**src/rtl/sys_cmd_master_if.sv**
```systemverilog
// Command / byte-stream bundle between the host-side command master,
// its requester, and the UART transmitter and receiver.
interface sys_cmd_master_if;
    // Command request from the host/test controller
    logic        CMD_VLD;
    logic        CMD_RDY;
    logic [1:0]  CMD_TYPE;
    logic [3:0]  CMD_ADDR;
    logic [7:0]  CMD_DATA;
    logic [7:0]  CMD_OPB;
    logic [3:0]  CMD_FUN;
    // Byte stream towards the UART transmitter
    logic [7:0]  TX_DATA;
    logic        TX_VLD;
    logic        TX_RDY;
    // Byte pulses from the UART receiver
    logic [7:0]  RX_DATA;
    logic        RX_VLD;
    // Completion report
    logic [15:0] RSP_DATA;
    logic        RSP_VLD;
    logic        RSP_TIMEOUT;
    logic        BUSY;

    modport master (
        input  CMD_VLD, CMD_TYPE, CMD_ADDR, CMD_DATA, CMD_OPB, CMD_FUN,
        input  TX_RDY, RX_DATA, RX_VLD,
        output CMD_RDY, TX_DATA, TX_VLD, RSP_DATA, RSP_VLD, RSP_TIMEOUT, BUSY
    );

    modport slave (
        output CMD_VLD, CMD_TYPE, CMD_ADDR, CMD_DATA, CMD_OPB, CMD_FUN,
        output TX_RDY, RX_DATA, RX_VLD,
        input  CMD_RDY, TX_DATA, TX_VLD, RSP_DATA, RSP_VLD, RSP_TIMEOUT, BUSY
    );
endinterface

```
**src/rtl/sys_cmd_master.sv**
```systemverilog
// Host-side UART command initiator: frames one command into bytes for the
// UART transmitter, gathers 0/1/2 response bytes from the receiver and
// reports a 16-bit result or a per-byte timeout. All outputs are registered.
module sys_cmd_master #(
    parameter int TIMEOUT_CYC = 65535,
    parameter int CNT_W       = 16
) (
    input  logic              CLK,
    input  logic              RST,
    sys_cmd_master_if.master  bus
);

    typedef enum logic [1:0] {IDLE, SEND, WAIT_RSP, DONE} state_t;

    localparam logic [1:0]       T_WR     = 2'd0;
    localparam logic [1:0]       T_RD     = 2'd1;
    localparam logic [1:0]       T_ALU    = 2'd2;
    localparam logic [CNT_W-1:0] CNT_LAST = CNT_W'(TIMEOUT_CYC - 1);

    state_t           state_q, state_d;
    logic [7:0]       frame_q [4];
    logic [7:0]       frame_d [4];
    logic [1:0]       last_idx_q, last_idx_d;
    logic [1:0]       type_q, type_d;
    logic [1:0]       idx_q, idx_d;
    logic             rx_idx_q, rx_idx_d;
    logic [7:0]       rx_b0_q, rx_b0_d;
    logic [CNT_W-1:0] cnt_q, cnt_d;
    logic [7:0]       tx_data_q, tx_data_d;
    logic             tx_vld_q, tx_vld_d;
    logic             cmd_rdy_q, cmd_rdy_d;
    logic [15:0]      rsp_data_q, rsp_data_d;
    logic             rsp_vld_q, rsp_vld_d;
    logic             rsp_to_q, rsp_to_d;
    logic             busy_q, busy_d;

    logic accept;
    logic tx_fire;
    logic rx_last;

    assign accept  = (state_q == IDLE) && cmd_rdy_q && bus.CMD_VLD;
    assign tx_fire = tx_vld_q && bus.TX_RDY;
    // A read needs one response byte; ALU commands need two (LSB then MSB).
    assign rx_last = (type_q == T_RD) || rx_idx_q;

    // Next-state, frame/response bookkeeping and next values of every registered output
    always_comb begin
        state_d    = state_q;
        frame_d    = frame_q;
        last_idx_d = last_idx_q;
        type_d     = type_q;
        idx_d      = idx_q;
        rx_idx_d   = rx_idx_q;
        rx_b0_d    = rx_b0_q;
        cnt_d      = cnt_q;
        rsp_data_d = rsp_data_q;
        rsp_to_d   = 1'b0;

        unique case (state_q)
            IDLE: begin
                if (accept) begin
                    type_d  = bus.CMD_TYPE;
                    idx_d   = 2'd0;
                    state_d = SEND;
                    case (bus.CMD_TYPE)
                        T_WR: begin
                            frame_d[0] = 8'hAA;
                            frame_d[1] = {4'h0, bus.CMD_ADDR};
                            frame_d[2] = bus.CMD_DATA;
                            last_idx_d = 2'd2;
                        end
                        T_RD: begin
                            frame_d[0] = 8'hBB;
                            frame_d[1] = {4'h0, bus.CMD_ADDR};
                            last_idx_d = 2'd1;
                        end
                        T_ALU: begin
                            frame_d[0] = 8'hCC;
                            frame_d[1] = bus.CMD_DATA;
                            frame_d[2] = bus.CMD_OPB;
                            frame_d[3] = {4'h0, bus.CMD_FUN};
                            last_idx_d = 2'd3;
                        end
                        default: begin
                            frame_d[0] = 8'hDD;
                            frame_d[1] = {4'h0, bus.CMD_FUN};
                            last_idx_d = 2'd1;
                        end
                    endcase
                end
            end
            SEND: begin
                if (tx_fire) begin
                    if (idx_q == last_idx_q) begin
                        if (type_q == T_WR) begin
                            state_d    = DONE;
                            rsp_data_d = 16'h0000;
                        end else begin
                            state_d  = WAIT_RSP;
                            cnt_d    = '0;
                            rx_idx_d = 1'b0;
                        end
                    end else begin
                        idx_d = idx_q + 2'd1;
                    end
                end
            end
            WAIT_RSP: begin
                // A byte arriving on the terminal count still wins over the timeout.
                if (bus.RX_VLD) begin
                    cnt_d    = '0;
                    rx_idx_d = 1'b1;
                    if (!rx_idx_q) begin
                        rx_b0_d = bus.RX_DATA;
                    end
                    if (rx_last) begin
                        state_d    = DONE;
                        rsp_data_d = (type_q == T_RD) ? {8'h00, bus.RX_DATA}
                                                      : {bus.RX_DATA, rx_b0_q};
                    end
                end else if (cnt_q == CNT_LAST) begin
                    rsp_to_d = 1'b1;
                    state_d  = IDLE;
                end else begin
                    cnt_d = cnt_q + 1'b1;
                end
            end
            DONE: begin
                state_d = IDLE;
            end
            default: begin
                state_d = IDLE;
            end
        endcase

        // Outputs follow the state being entered so they line up with it.
        // The timeout pulse cycle keeps CMD_RDY low; acceptance opens one cycle later.
        tx_vld_d  = (state_d == SEND);
        tx_data_d = (state_d == SEND) ? frame_d[idx_d] : tx_data_q;
        cmd_rdy_d = (state_d == IDLE) && !rsp_to_d;
        busy_d    = (state_d != IDLE);
        rsp_vld_d = (state_d == DONE);
    end

    // State and output registers with synchronous active-low reset
    always_ff @(posedge CLK) begin
        if (!RST) begin
            state_q    <= IDLE;
            frame_q    <= '{default: 8'h00};
            last_idx_q <= 2'd0;
            type_q     <= 2'd0;
            idx_q      <= 2'd0;
            rx_idx_q   <= 1'b0;
            rx_b0_q    <= 8'h00;
            cnt_q      <= '0;
            tx_data_q  <= 8'h00;
            tx_vld_q   <= 1'b0;
            cmd_rdy_q  <= 1'b1;
            rsp_data_q <= 16'h0000;
            rsp_vld_q  <= 1'b0;
            rsp_to_q   <= 1'b0;
            busy_q     <= 1'b0;
        end else begin
            state_q    <= state_d;
            frame_q    <= frame_d;
            last_idx_q <= last_idx_d;
            type_q     <= type_d;
            idx_q      <= idx_d;
            rx_idx_q   <= rx_idx_d;
            rx_b0_q    <= rx_b0_d;
            cnt_q      <= cnt_d;
            tx_data_q  <= tx_data_d;
            tx_vld_q   <= tx_vld_d;
            cmd_rdy_q  <= cmd_rdy_d;
            rsp_data_q <= rsp_data_d;
            rsp_vld_q  <= rsp_vld_d;
            rsp_to_q   <= rsp_to_d;
            busy_q     <= busy_d;
        end
    end

    assign bus.CMD_RDY     = cmd_rdy_q;
    assign bus.TX_DATA     = tx_data_q;
    assign bus.TX_VLD      = tx_vld_q;
    assign bus.RSP_DATA    = rsp_data_q;
    assign bus.RSP_VLD     = rsp_vld_q;
    assign bus.RSP_TIMEOUT = rsp_to_q;
    assign bus.BUSY        = busy_q;

endmodule

```
**src/flat_wrapper.sv**
```systemverilog
// flat-port wrapper written by rule: the top's interface ports become plain ports
module sys_cmd_master_flat 
#(
    parameter int TIMEOUT_CYC = 65535,
    parameter int CNT_W       = 16
)
  (CLK, RST, bus_CMD_VLD, bus_CMD_TYPE, bus_CMD_ADDR, bus_CMD_DATA, bus_CMD_OPB, bus_CMD_FUN, bus_TX_RDY, bus_RX_DATA, bus_RX_VLD, bus_CMD_RDY, bus_TX_DATA, bus_TX_VLD, bus_RSP_DATA, bus_RSP_VLD, bus_RSP_TIMEOUT, bus_BUSY);
  sys_cmd_master_if bus_i ();
  input  logic CLK;
  input  logic RST;
  input wire logic [$bits(bus_i.CMD_VLD)-1:0] bus_CMD_VLD;
  input wire logic [$bits(bus_i.CMD_TYPE)-1:0] bus_CMD_TYPE;
  input wire logic [$bits(bus_i.CMD_ADDR)-1:0] bus_CMD_ADDR;
  input wire logic [$bits(bus_i.CMD_DATA)-1:0] bus_CMD_DATA;
  input wire logic [$bits(bus_i.CMD_OPB)-1:0] bus_CMD_OPB;
  input wire logic [$bits(bus_i.CMD_FUN)-1:0] bus_CMD_FUN;
  input wire logic [$bits(bus_i.TX_RDY)-1:0] bus_TX_RDY;
  input wire logic [$bits(bus_i.RX_DATA)-1:0] bus_RX_DATA;
  input wire logic [$bits(bus_i.RX_VLD)-1:0] bus_RX_VLD;
  output wire logic [$bits(bus_i.CMD_RDY)-1:0] bus_CMD_RDY;
  output wire logic [$bits(bus_i.TX_DATA)-1:0] bus_TX_DATA;
  output wire logic [$bits(bus_i.TX_VLD)-1:0] bus_TX_VLD;
  output wire logic [$bits(bus_i.RSP_DATA)-1:0] bus_RSP_DATA;
  output wire logic [$bits(bus_i.RSP_VLD)-1:0] bus_RSP_VLD;
  output wire logic [$bits(bus_i.RSP_TIMEOUT)-1:0] bus_RSP_TIMEOUT;
  output wire logic [$bits(bus_i.BUSY)-1:0] bus_BUSY;
  assign bus_i.CMD_VLD = bus_CMD_VLD;
  assign bus_i.CMD_TYPE = bus_CMD_TYPE;
  assign bus_i.CMD_ADDR = bus_CMD_ADDR;
  assign bus_i.CMD_DATA = bus_CMD_DATA;
  assign bus_i.CMD_OPB = bus_CMD_OPB;
  assign bus_i.CMD_FUN = bus_CMD_FUN;
  assign bus_i.TX_RDY = bus_TX_RDY;
  assign bus_i.RX_DATA = bus_RX_DATA;
  assign bus_i.RX_VLD = bus_RX_VLD;
  assign bus_CMD_RDY = bus_i.CMD_RDY;
  assign bus_TX_DATA = bus_i.TX_DATA;
  assign bus_TX_VLD = bus_i.TX_VLD;
  assign bus_RSP_DATA = bus_i.RSP_DATA;
  assign bus_RSP_VLD = bus_i.RSP_VLD;
  assign bus_RSP_TIMEOUT = bus_i.RSP_TIMEOUT;
  assign bus_BUSY = bus_i.BUSY;
  sys_cmd_master #(.TIMEOUT_CYC(TIMEOUT_CYC), .CNT_W(CNT_W)) u_core (.CLK(CLK), .RST(RST), .bus(bus_i));
endmodule
```
**config.mk**
```make
export PLATFORM = sky130hd
export DESIGN_NAME = sys_cmd_master_flat
export DESIGN_NICKNAME = d
export VERILOG_FILES = /design/src/rtl/sys_cmd_master_if.sv /design/src/rtl/sys_cmd_master.sv /design/src/flat_wrapper.sv
export SDC_FILE = /design/constraint.sdc
export NUM_CORES = 1
export LEC_CHECK = 0
export CAP_MARGIN = 15
export CORE_ASPECT_RATIO = 1.75
export CORE_MARGIN = 3
export CORE_UTILIZATION = 49
export DETAILED_ROUTE_END_ITERATION = 8
export GPL_ROUTABILITY_DRIVEN = 0
export PLACE_DENSITY = 0.74
export SETUP_SLACK_MARGIN = 0.5
export SLEW_MARGIN = 30
export SYNTH_ARGS = -nofsm -noshare
export SYNTH_HDL_FRONTEND = slang
export SYNTH_SLANG_ARGS = --single-unit
export TNS_END_PERCENT = 100
```
**constraint.sdc**
```tcl
create_clock -name CLK -period 3.1 [get_ports CLK]
set_clock_uncertainty 0.15 [all_clocks]
set_input_delay 0.93 -clock CLK [delete_from_list [all_inputs] [get_ports CLK]]
set_output_delay 0.93 -clock CLK [all_outputs]
set_load 0.1 [all_outputs]
```
# [Yosys cells after proc, flatten, opt, wreduce, memory -nomap -nowiden]
# Cells that the tools add are included.
[word_totals] output_inout_bits=29 latch_bits=0 in_bits=39 wordCells=99 mem_bits_ro=0 reg_bits=94 n_memories=0 ramBits=0
[classes] n_div=0 addsub=2 n_reduce_logical=17 mux=42 shifts=0 bitwise_logic=2 n_mul=0 magnitude_cmp=1 n_eq_ne=17
[op_table] cell="$mux 16" count=11
[op_table] cell="$mux 32" count=2
[op_table] cell="$pmux 16 s2" count=2
[op_table] cell="$pmux 15 s3" count=1
[op_table] cell="$mux 8" count=3
[op_table] cell="$mux 2" count=9
[op_table] cell="$add 16x1->16 const B" count=1
[op_table] cell="$bmux 8 s2" count=1
[op_table] cell="$eq 16x16->1 const B" count=1
[op_table] cell="$pmux 8 s2" count=1
[op_table] cell="$reduce_and 5->1" count=2
[op_table] cell="$eq 2x1->1 const B" count=4
[op_table] cell="$eq 2x2->1 const B" count=4
[op_table] cell="$logic_not 2->1" count=4
[op_table] cell="$mux 1" count=8
[op_table] cell="$ne 2x1->1 const B" count=4
[op_table] cell="$pmux 2 s2" count=2
[op_table] cell="$pmux 2 s4" count=1
[op_table] cell="$reduce_and 6->1" count=1
[op_table] cell="$logic_and 1x1->1" count=4
[op_table] cell="$ne 2x2->1 const B" count=2
[op_table] cell="$reduce_bool 2->1" count=2
[op_table] cell="$ge 3x3->1 const B" count=1
[op_table] cell="$ne 3x3->1 const B" count=1
[op_table] cell="other kinds (9)" count=9

# [Depth between registers and ports, before layout]
# Gate-level depths: netlist of run 1.
[depth] ltp_word=9 ltp_mapped=11

# [Worst setup path after synthesis of run 1]
# No wires, ideal clock.
[synth_timing] path_type="reg-to-reg" start="register u_core.tx_vld_q (netlist: u_core.bus.TX_VLD)" end="register u_core.cnt_q[14]" period_less_slack_ns=2.817 slack_ns=0.283 path_stages_with_launch=9 setup_ns=0.117 path_buffers=1 t_arrival_ns=2.551 cell_sequence="dfxtp_1 > nand2_1 > o41a_1 > a211oi_4 > and2_1 > buf_4 > nand4_1 > xor2_1 > nor2_2"
[synth_between] elab_chain_cells=3
[synth_rtl] item="start: declaration" line_no="sys_cmd_master.sv:30" source="logic tx_vld_q, tx_vld_d;"
[synth_rtl] item="start signal: assignment" line_no="sys_cmd_master.sv:173" source="tx_vld_q <= tx_vld_d;"
[synth_rtl] item="$logic_and 1x1->1" line_no="sys_cmd_master.sv:42" source="assign tx_fire = tx_vld_q && bus.TX_RDY;"
[synth_rtl] item="$ne 2x1->1 (no line)"
[synth_rtl] item="$reduce_and 5->1 (no line)"
[synth_rtl] item="end signal: assignment" line_no="sys_cmd_master.sv:171" source="cnt_q <= cnt_d;"
[synth_rtl] item="end: declaration" line_no="sys_cmd_master.sv:28" source="logic [CNT_W-1:0] cnt_q, cnt_d;"
# No other way between the ends.
# A chain may end at the register's enable or synchronous reset.

# [Worst setup path after layout of run 1]
[layout_timing] start="input port bus_CMD_TYPE[1]" end="register u_core.tx_data_q[0] (netlist: u_core.bus.TX_DATA[0])"
[layout_between] elab_chain_cells=7 word_cells_on_any_way=11 classes_between="eq/ne: 2; mux: 8; reduce/logical: 1"
[layout_rtl] item="start: declaration" line_no="flat_wrapper.sv:12" source="input wire logic [$bits(bus_i.CMD_TYPE)-1:0] bus_CMD_TYPE;"
[layout_rtl] item="$eq 2x2->1 (tied with other cells)" line_no="sys_cmd_master.sv:65" source="case (bus.CMD_TYPE)"
[layout_rtl] item="$pmux 15 s3 (tied with other cells)" line_no="sys_cmd_master.sv:65"
[layout_rtl] item="$mux 32 *" line_no="sys_cmd_master.sv:61" source="if (accept) begin"
[layout_rtl] item="$mux 32 *" line_no="sys_cmd_master.sv:59" source="unique case (state_q)"
[layout_rtl] item="$bmux 8 s2 *" line_no="sys_cmd_master.sv:139" source="tx_data_d = (state_d == SEND) ? frame_d[idx_d] : tx_data_q;"
[layout_rtl] item="$mux 8 (not written as such) * (2 in series)" line_no="sys_cmd_master.sv:139"
[layout_rtl] item="end signal: assignment" line_no="sys_cmd_master.sv:172" source="tx_data_q <= tx_data_d;"
[layout_rtl] item="end: declaration" line_no="sys_cmd_master.sv:29" source="logic [7:0] tx_data_q, tx_data_d;"
# Mark *: on every way between the ends. The rest lies on a longest branch, timed or not. The select of a mux whose other input is x is not followed.

==> key figures, run 1 <==
STA
  • Setup TNS: 0 ns
  • Final setup violation count: 0
  • Final Max Tran Viols: 0
  • Worst-Margin Slew: roughly 0.60 ns
  • Rel. slew slack: between 60% and 70%
  • Fin. Hold Viols: 0
  • Final Cycle Share: between 80% and 90%
  • Unrepaired setup endpoints after global routing: false
  • Fmax: about 390 MHz
  • Final min period: approximately 2.6 ns

Power and ir drop
  • Pwr Total: around 3.8 mW
  • Sw Share: 36.9%
  • Logic gate share of total power: roughly 36%
  • Internal: 2.39 mW
  • Clock Power Share: approximately 27%
  • Leak pwr: ~2.2 nW
  • Pwr Density: 653 nW/um2
  • Switch Pwr: 1.40 mW
  • Sequential share of power: 36.8%
  • Max VDD drop: 0.000928 V

Flow run
  • Max-capacitance violation count: 0

Yosys
  • Synthesis warning total: 0
  • Top cells by area, synth: dfxtp_1, mux2i_1, nand2_1
  • Synth async-reset ratio: 0%
  • Most used flip-flop cell after synthesis: dfxtp_1
  • Post-synth EDFFs: 0
  • Syn Area/Cell: slightly below 9 um2
  • #FFs+latches synth: 94
  • Netlist cell types: 51
  • Share of the synthesized area in the top cell type: between 40% and 50%
  • Register area share after synthesis: between 40% and 50%
  • Syn nets: ~540
  • Area leader, netlist: dfxtp_1
  • Synth Instances: around 500
  • Cell Area, Synth: 4370 um2

Layout
  • Final nets: 641
  • Commonest non-fill, non-tap cell in the layout: dfxtp_1
  • FILL cells: roughly 730
  • # diodes: 0
  • Layout cells sized above 1: between 20 and 25%
  • Commonest non-fill, non-tap cells in the layout: dfxtp_1, buf_4, nand2_1
  • Synth-to-layout area growth: 32.9%

Place
  • Port bufs: between 60 and 70
  • Dpl hpwl: 8000 um

CTS
  • Root buffer cell: clkbuf_16
  • CTS Sinks: 94
  • Clock transition at path regs: 0.07 ns
  • Hold_buf cts: 0
  • Max Buffers Root-to-Sink: 2
  • CTS tree: done
  • Total CTS buffers: 9
  • H-tree levels: 3
  • Latest clock arrival within the worst-skew pair: ~0.35 ns

Setup path
  • Setup CP Type: primary input to flop
  • Critical Path AT: roughly 2.7 ns
  • Critical path data required time: 3.19 ns
  • Critical Path Fanout Max: 19
  • Worst setup SP type: primary input
  • Nature of the critical path endpoint: flop

Hold path
  • Min-Delay Path Class: flop to flop

Drt
  • DRC violations left: 0
  • Final ANT Viol Nets: 0
  • Post-DR vias/cell: ~5.5
  • Vias: 3,961
  • Pre-Repair DR Iteration Count: 4
  • DRT iter0 DRCs: 175
  • WL final: 11,200 um
  • Drt wl/cell: 15.6 um

Floorplanning
  • Row cnt: 45
  • Core ar.: approximately 8700 um2
  • Die area: around 10,000 um2
  • Die Span X: ~77 um
  • Initial Util: between 50% and 60%
  • I/O pin cnt: 68
  • Die Height: between 100 and 150 um

Global route
  • Initial antenna violation count: 0
  • Global route total overflow: 0
  • First-pass GRT wire length: between 15,000 and 20,000 um
  • Vias in the first global route: approximately 3,900
  • Pin count of the biggest net entering global routing: 49
  • All-layer global routing usage: 22.3%

Run status
  • Status: complete, no violations
==> cell type report <==
class,instances,area [um2],area share [%]
Clock inverter,6,48.8,0.839
Timing Repair Buffer,116,1040,17.9
Clock buffer,10,229,3.94
Tap cell,117,146,2.52
Sequential cell,94,1890,32.4
Multi-Input combinational cell,369,2440,42.0
Inverter,6,22.5,0.387
==> state kept, by name, summed over array words and instances, names as in the netlist <==
register and flops:
u_core.rx_b0_q 8, u_core.state_q 2, u_core.bus.TX_VLD 1, u_core.bus.RSP_TIMEOUT 1, u_core.frame_q 32, u_core.bus.RSP_VLD 1
u_core.rx_idx_q 1, u_core.bus.CMD_RDY 1, u_core.cnt_q 16, u_core.last_idx_q 2, u_core.bus.RSP_DATA 16, u_core.bus.BUSY 1
u_core.bus.TX_DATA 8, u_core.idx_q 2, u_core.type_q 2
==> repair_timing <==
action,in CTS,in global routing
resized for setup,15,24
pin swaps,6,8
gates cloned,1,0
setup buffers,3,2
endpoints found under the setup margin,40,21
==> worst paths after layout <==
| kind | slack, ns | endpoint | cells past startpoint | start |
|---|---|---|---|---|
| worst max-delay path | 0.54 | u_core.bus.TX_DATA[0]$_SDFFE_PN0N_ | 8 | bus_CMD_TYPE[1] |
| worst min-delay path | 0.30 | u_core.bus.RSP_DATA[14]$_SDFFE_PN0P_ | 2 | u_core.bus.RSP_DATA[14]$_SDFFE_PN0P_ |
| worst max register to register | 0.57 | u_core.bus.TX_VLD$_SDFF_PN0_ | 11 | u_core.state_q[0]$_SDFF_PN0_ |
| worst min register to register | 0.30 | u_core.bus.RSP_DATA[14]$_SDFFE_PN0P_ | 2 | u_core.bus.RSP_DATA[14]$_SDFFE_PN0P_ |
==> cells in the mapped netlist, types with 7 or more instances <==
master / number
a21oi_1: 31
and3_1: 9
nand4_1: 9
dfxtp_1: 94
nor2b_1: 28
nand3_1: 27
xor2_1: 13
and2_1: 10
o21ai_0: 20
o211ai_1: 7
nand2_1: 54
a21boi_0: 26
mux2_2: 11
clkbuf_1: 22
mux2i_1: 27
nor2_1: 33
==> layer usage <==
| layer | GRT usage (%) | vias to the layer above | share of wire [%] |
|---|---|---|---|
| li1 | - | 1940 | - |
| met1 | 21.6 | 1890 | 37 |
| met2 | 43.3 | 99 | 55 |
| met3 | 3.16 | 32 | 3.5 |
| met4 | 14.9 | 0 | 4.8 |
| met5 | 0 | - | 0 |
==> power groups by stage <==
stage                     logic (mW)  registers, mW  clock network, mW
after global placement          1.23           1.41                  0
after CTS                       1.35           1.39               1.04
after detailed placement        1.26           1.42                  0
after floorplan                0.475           1.77                  0
final                           1.37           1.39               1.02
after global routing            1.46           1.41               1.09
==> metrics by stage <==
step	instance area, um2	utilization [%]	worst slack, ns	instances	hold WS [ns]
after floorplan	4380	-	0.526	498	0.291
after global placement	5370	62.0	-0.00409	696	0.289
after CTS	5750	66.3	0.514	716	0.307
after global routing	5810	67.0	0.471	718	0.338
after detailed placement	5370	62.0	-0.0730	696	0.300
final	5810	67.0	0.540	718	0.303
==> worst max-delay path, stage by stage <==
cell and delay (ns):
clkdlybuf4s50_1 0.51, buf_8 0.19, mux2_2 0.35, nand3_1 0.10, mux2i_1 0.08, a311oi_1 0.26
a21o_1 0.16, a21oi_1 0.07
==> cells by family after synthesis <==
logic type | share of synthesized area (%)
muxes | 9.01
adders and majority gates | 1.72
AOI/OAI and AO/OA | 16.6
xor gates and xnor gates | 3.00
and+or+nand+nor | 23.4
DFF | 43.0
buffers and inverters | 3.26
No activity file was read; power rests on OpenSTA's default activity.
==> inputs of run 2 (changes only) <==
- PLACE_DENSITY: 0.74 -> 0.77
- clock period: 3.1 -> 2.3 ns (I/O delays scaled with it)
==> key figures, run 2 (synthesized netlist as in run 1, its figures left out) <==
Run status
  • Status: complete, but fails checks
  • Violated checks: setup timing

STA
  • WHS: 0.328 ns
  • Final setup violation count: 10
  • Final Cycle Share: 105%
  • Final Max Tran Viols: 0
  • Unrepaired setup endpoints after global routing: true
  • Worst setup margin: -0.113 ns
  • Rel. slew slack: ~67%
  • Fin. Hold Viols: 0
  • Final min period: between 2 and 2.5 ns
  • Fmax: 414 MHz
  • Worst-Margin Slew: a little under 0.5 ns

Layout
  • Final design utilization: 89.3%
  • Footprint of the multi-input gates: 3140 um2
  • FILL cells: between 300 and 400
  • Commonest non-fill, non-tap cell in the layout: buf_4
  • FF+latch area: just under 2000 um2
  • Final nets: roughly 720
  • Commonest non-fill, non-tap cells in the layout: buf_4, dfxtp_1, nand2_1
  • Max reg flops: 32
  • Post-Layout Cell Count: 800
  • # diodes: 0
  • Largest Register: u_core.frame_q
  • Layout cells sized above 1: about half
  • Synth-to-layout area growth: 77.1%

Floorplanning
  • Core ar.: 8670 um2
  • Die area: approximately 10,000 um2
  • I/O pin cnt: 68
  • Die Span X: roughly 77 um
  • Die Height: between 100 and 150 um
  • Initial Util: between 50 and 60%
  • Row cnt: 45

Drt
  • Pre-Repair DR Iteration Count: 6
  • WL final: approximately 20,000 um
  • DRC violations left: 0
  • Vias: around 5,100
  • Drt wl/cell: around 25 um
  • Post-DR vias/cell: 6.38
  • Final ANT Viol Nets: 0
  • DRT iter0 DRCs: approximately 480

CTS
  • Max Buffers Root-to-Sink: 2
  • Total CTS buffers: 9
  • CTS tree: done
  • CTS Sinks: 94
  • Hold_buf cts: 0
  • H-tree levels: 3
  • Latest clock arrival within the worst-skew pair: 0.35 ns
  • Clock transition at path regs: roughly 0.070 ns
  • Root buffer cell: clkbuf_16

Power and ir drop
  • Pwr Density: roughly 830 nW/um2
  • Max VDD drop: between 0.001 and 0.0015 V
  • Leak pwr: 2.95 nW

Setup path
  • FF-to-FF setup slack: -0.11 ns
  • Setup CP Type: flop to flop
  • Critical Path Fanout Max: 8
  • Worst setup SP type: flop
  • Worst R2R End: u_core.bus.TX_DATA[3]$_SDFFE_PN0N_
  • R2R depth: 12
  • Nature of the critical path endpoint: flop
  • Critical Path AT: 2.53 ns
  • R2r startpoint: u_core.state_q[0]$_SDFF_PN0_
  • Critical path data required time: ~2.4 ns

Hold path
  • Hold wc startpoint: u_core.frame_q[31]$_SDFF_PN0_
  • Hold depth: 1
  • Endpoint, Worst Hold: u_core.frame_q[31]$_SDFF_PN0_
  • Min-Delay Path Class: flop to flop

Global route
  • Initial antenna violation count: 0
  • All-layer global routing usage: 33.9%
  • Vias in the first global route: a little over 5,000
  • First-pass GRT wire length: around 26,000 um
  • Global route total overflow: 0
  • Pin count of the biggest net entering global routing: between 50 and 60

Place
  • DP Cell Count: about 720
  • Port bufs: 67
  • Dpl hpwl: between 8000 and 9000 um

Flow run
  • Max-capacitance violation count: 0
## run 2: critical path, cell delays in order, from the launching register on
cell and delay, ns:
dfxtp_4 0.37, inv_4 0.07, buf_6 0.10, buf_6 0.12, ha_4 0.18, nand4_1 0.15, o211ai_1 0.13, o31a_1 0.26
o21ai_2 0.12, o21ai_2 0.23, buf_6 0.17, o21ai_1 0.08, a21oi_1 0.19
## run 2: layout make-up
type                       count  share of cell area (%)
timing repair buffer         196                    28.4
clock inverter                 6                   0.791
clock buffer                  10                    3.09
inverter                       6                   0.355
tap                          117                    1.89
sequential                    94                    24.9
multi-input combinational    371                    40.6
## run 2: worst max-delay path by stage
stage / from / end / slack (ns) / cells past startpoint
final: u_core.state_q[0]$_SDFF_PN0_ / u_core.bus.TX_DATA[3]$_SDFFE_PN0N_ / -0.11 / 12
after global routing: u_core.state_q[1]$_SDFF_PN0_ / u_core.bus.TX_DATA[6]$_SDFFE_PN0N_ / -0.17 / 10
after CTS: u_core.state_q[1]$_SDFF_PN0_ / u_core.bus.TX_DATA[3]$_SDFFE_PN0N_ / 0.17 / 10
after detailed placement: bus_TX_RDY / u_core.cnt_q[8]$_SDFFE_PN0P_ / -0.63 / 8
after global placement: bus_TX_RDY / u_core.cnt_q[14]$_SDFFE_PN0P_ / -0.57 / 8
after floorplan: bus_TX_RDY / u_core.cnt_q[14]$_SDFFE_PN0P_ / 0.06 / 8
## run 2: timing repair
item                                   4_1_cts  5_1_grt
resized for setup                          168      107
endpoints found under the hold margin        0        0
setup endpoints to repair                   93       86
gates cloned                                 6        0
buffers inserted                            38       17
pin swaps                                   66       39
## run 2: power by group
group | switching [mW] | internal, mW | leakage [nW]
clock network | 0.672 | 0.869 | 0.148
logic | 1.61 | 1.29 | 2.02
registers | 0.175 | 1.80 | 0.775
total | 2.46 | 3.96 | 2.95
## run 2: per-stage QoR
step	area [um2]	setup WS, ns	power (mW)	TNS [ns]
2_1_floorplan	4510	0.0554	3.09	0
3_3_place_gp	6000	-0.565	3.86	-22.06
3_5_place_dp	6000	-0.631	3.90	-25.39
4_1_cts	7180	0.166	5.91	0
5_1_grt	7750	-0.165	6.56	-1.44
6_report	7750	-0.113	6.41	-0.777
## run 2: routing by layer
| layer | share of wire [%] | global-route usage, % |
|---|---|---|
| met3 | 6.3 | 8.30 |
| met4 | 8.9 | 24.6 |
| met2 | 52 | 63.1 |
| met5 | 0 | 0 |
| met1 | 33 | 31.9 |
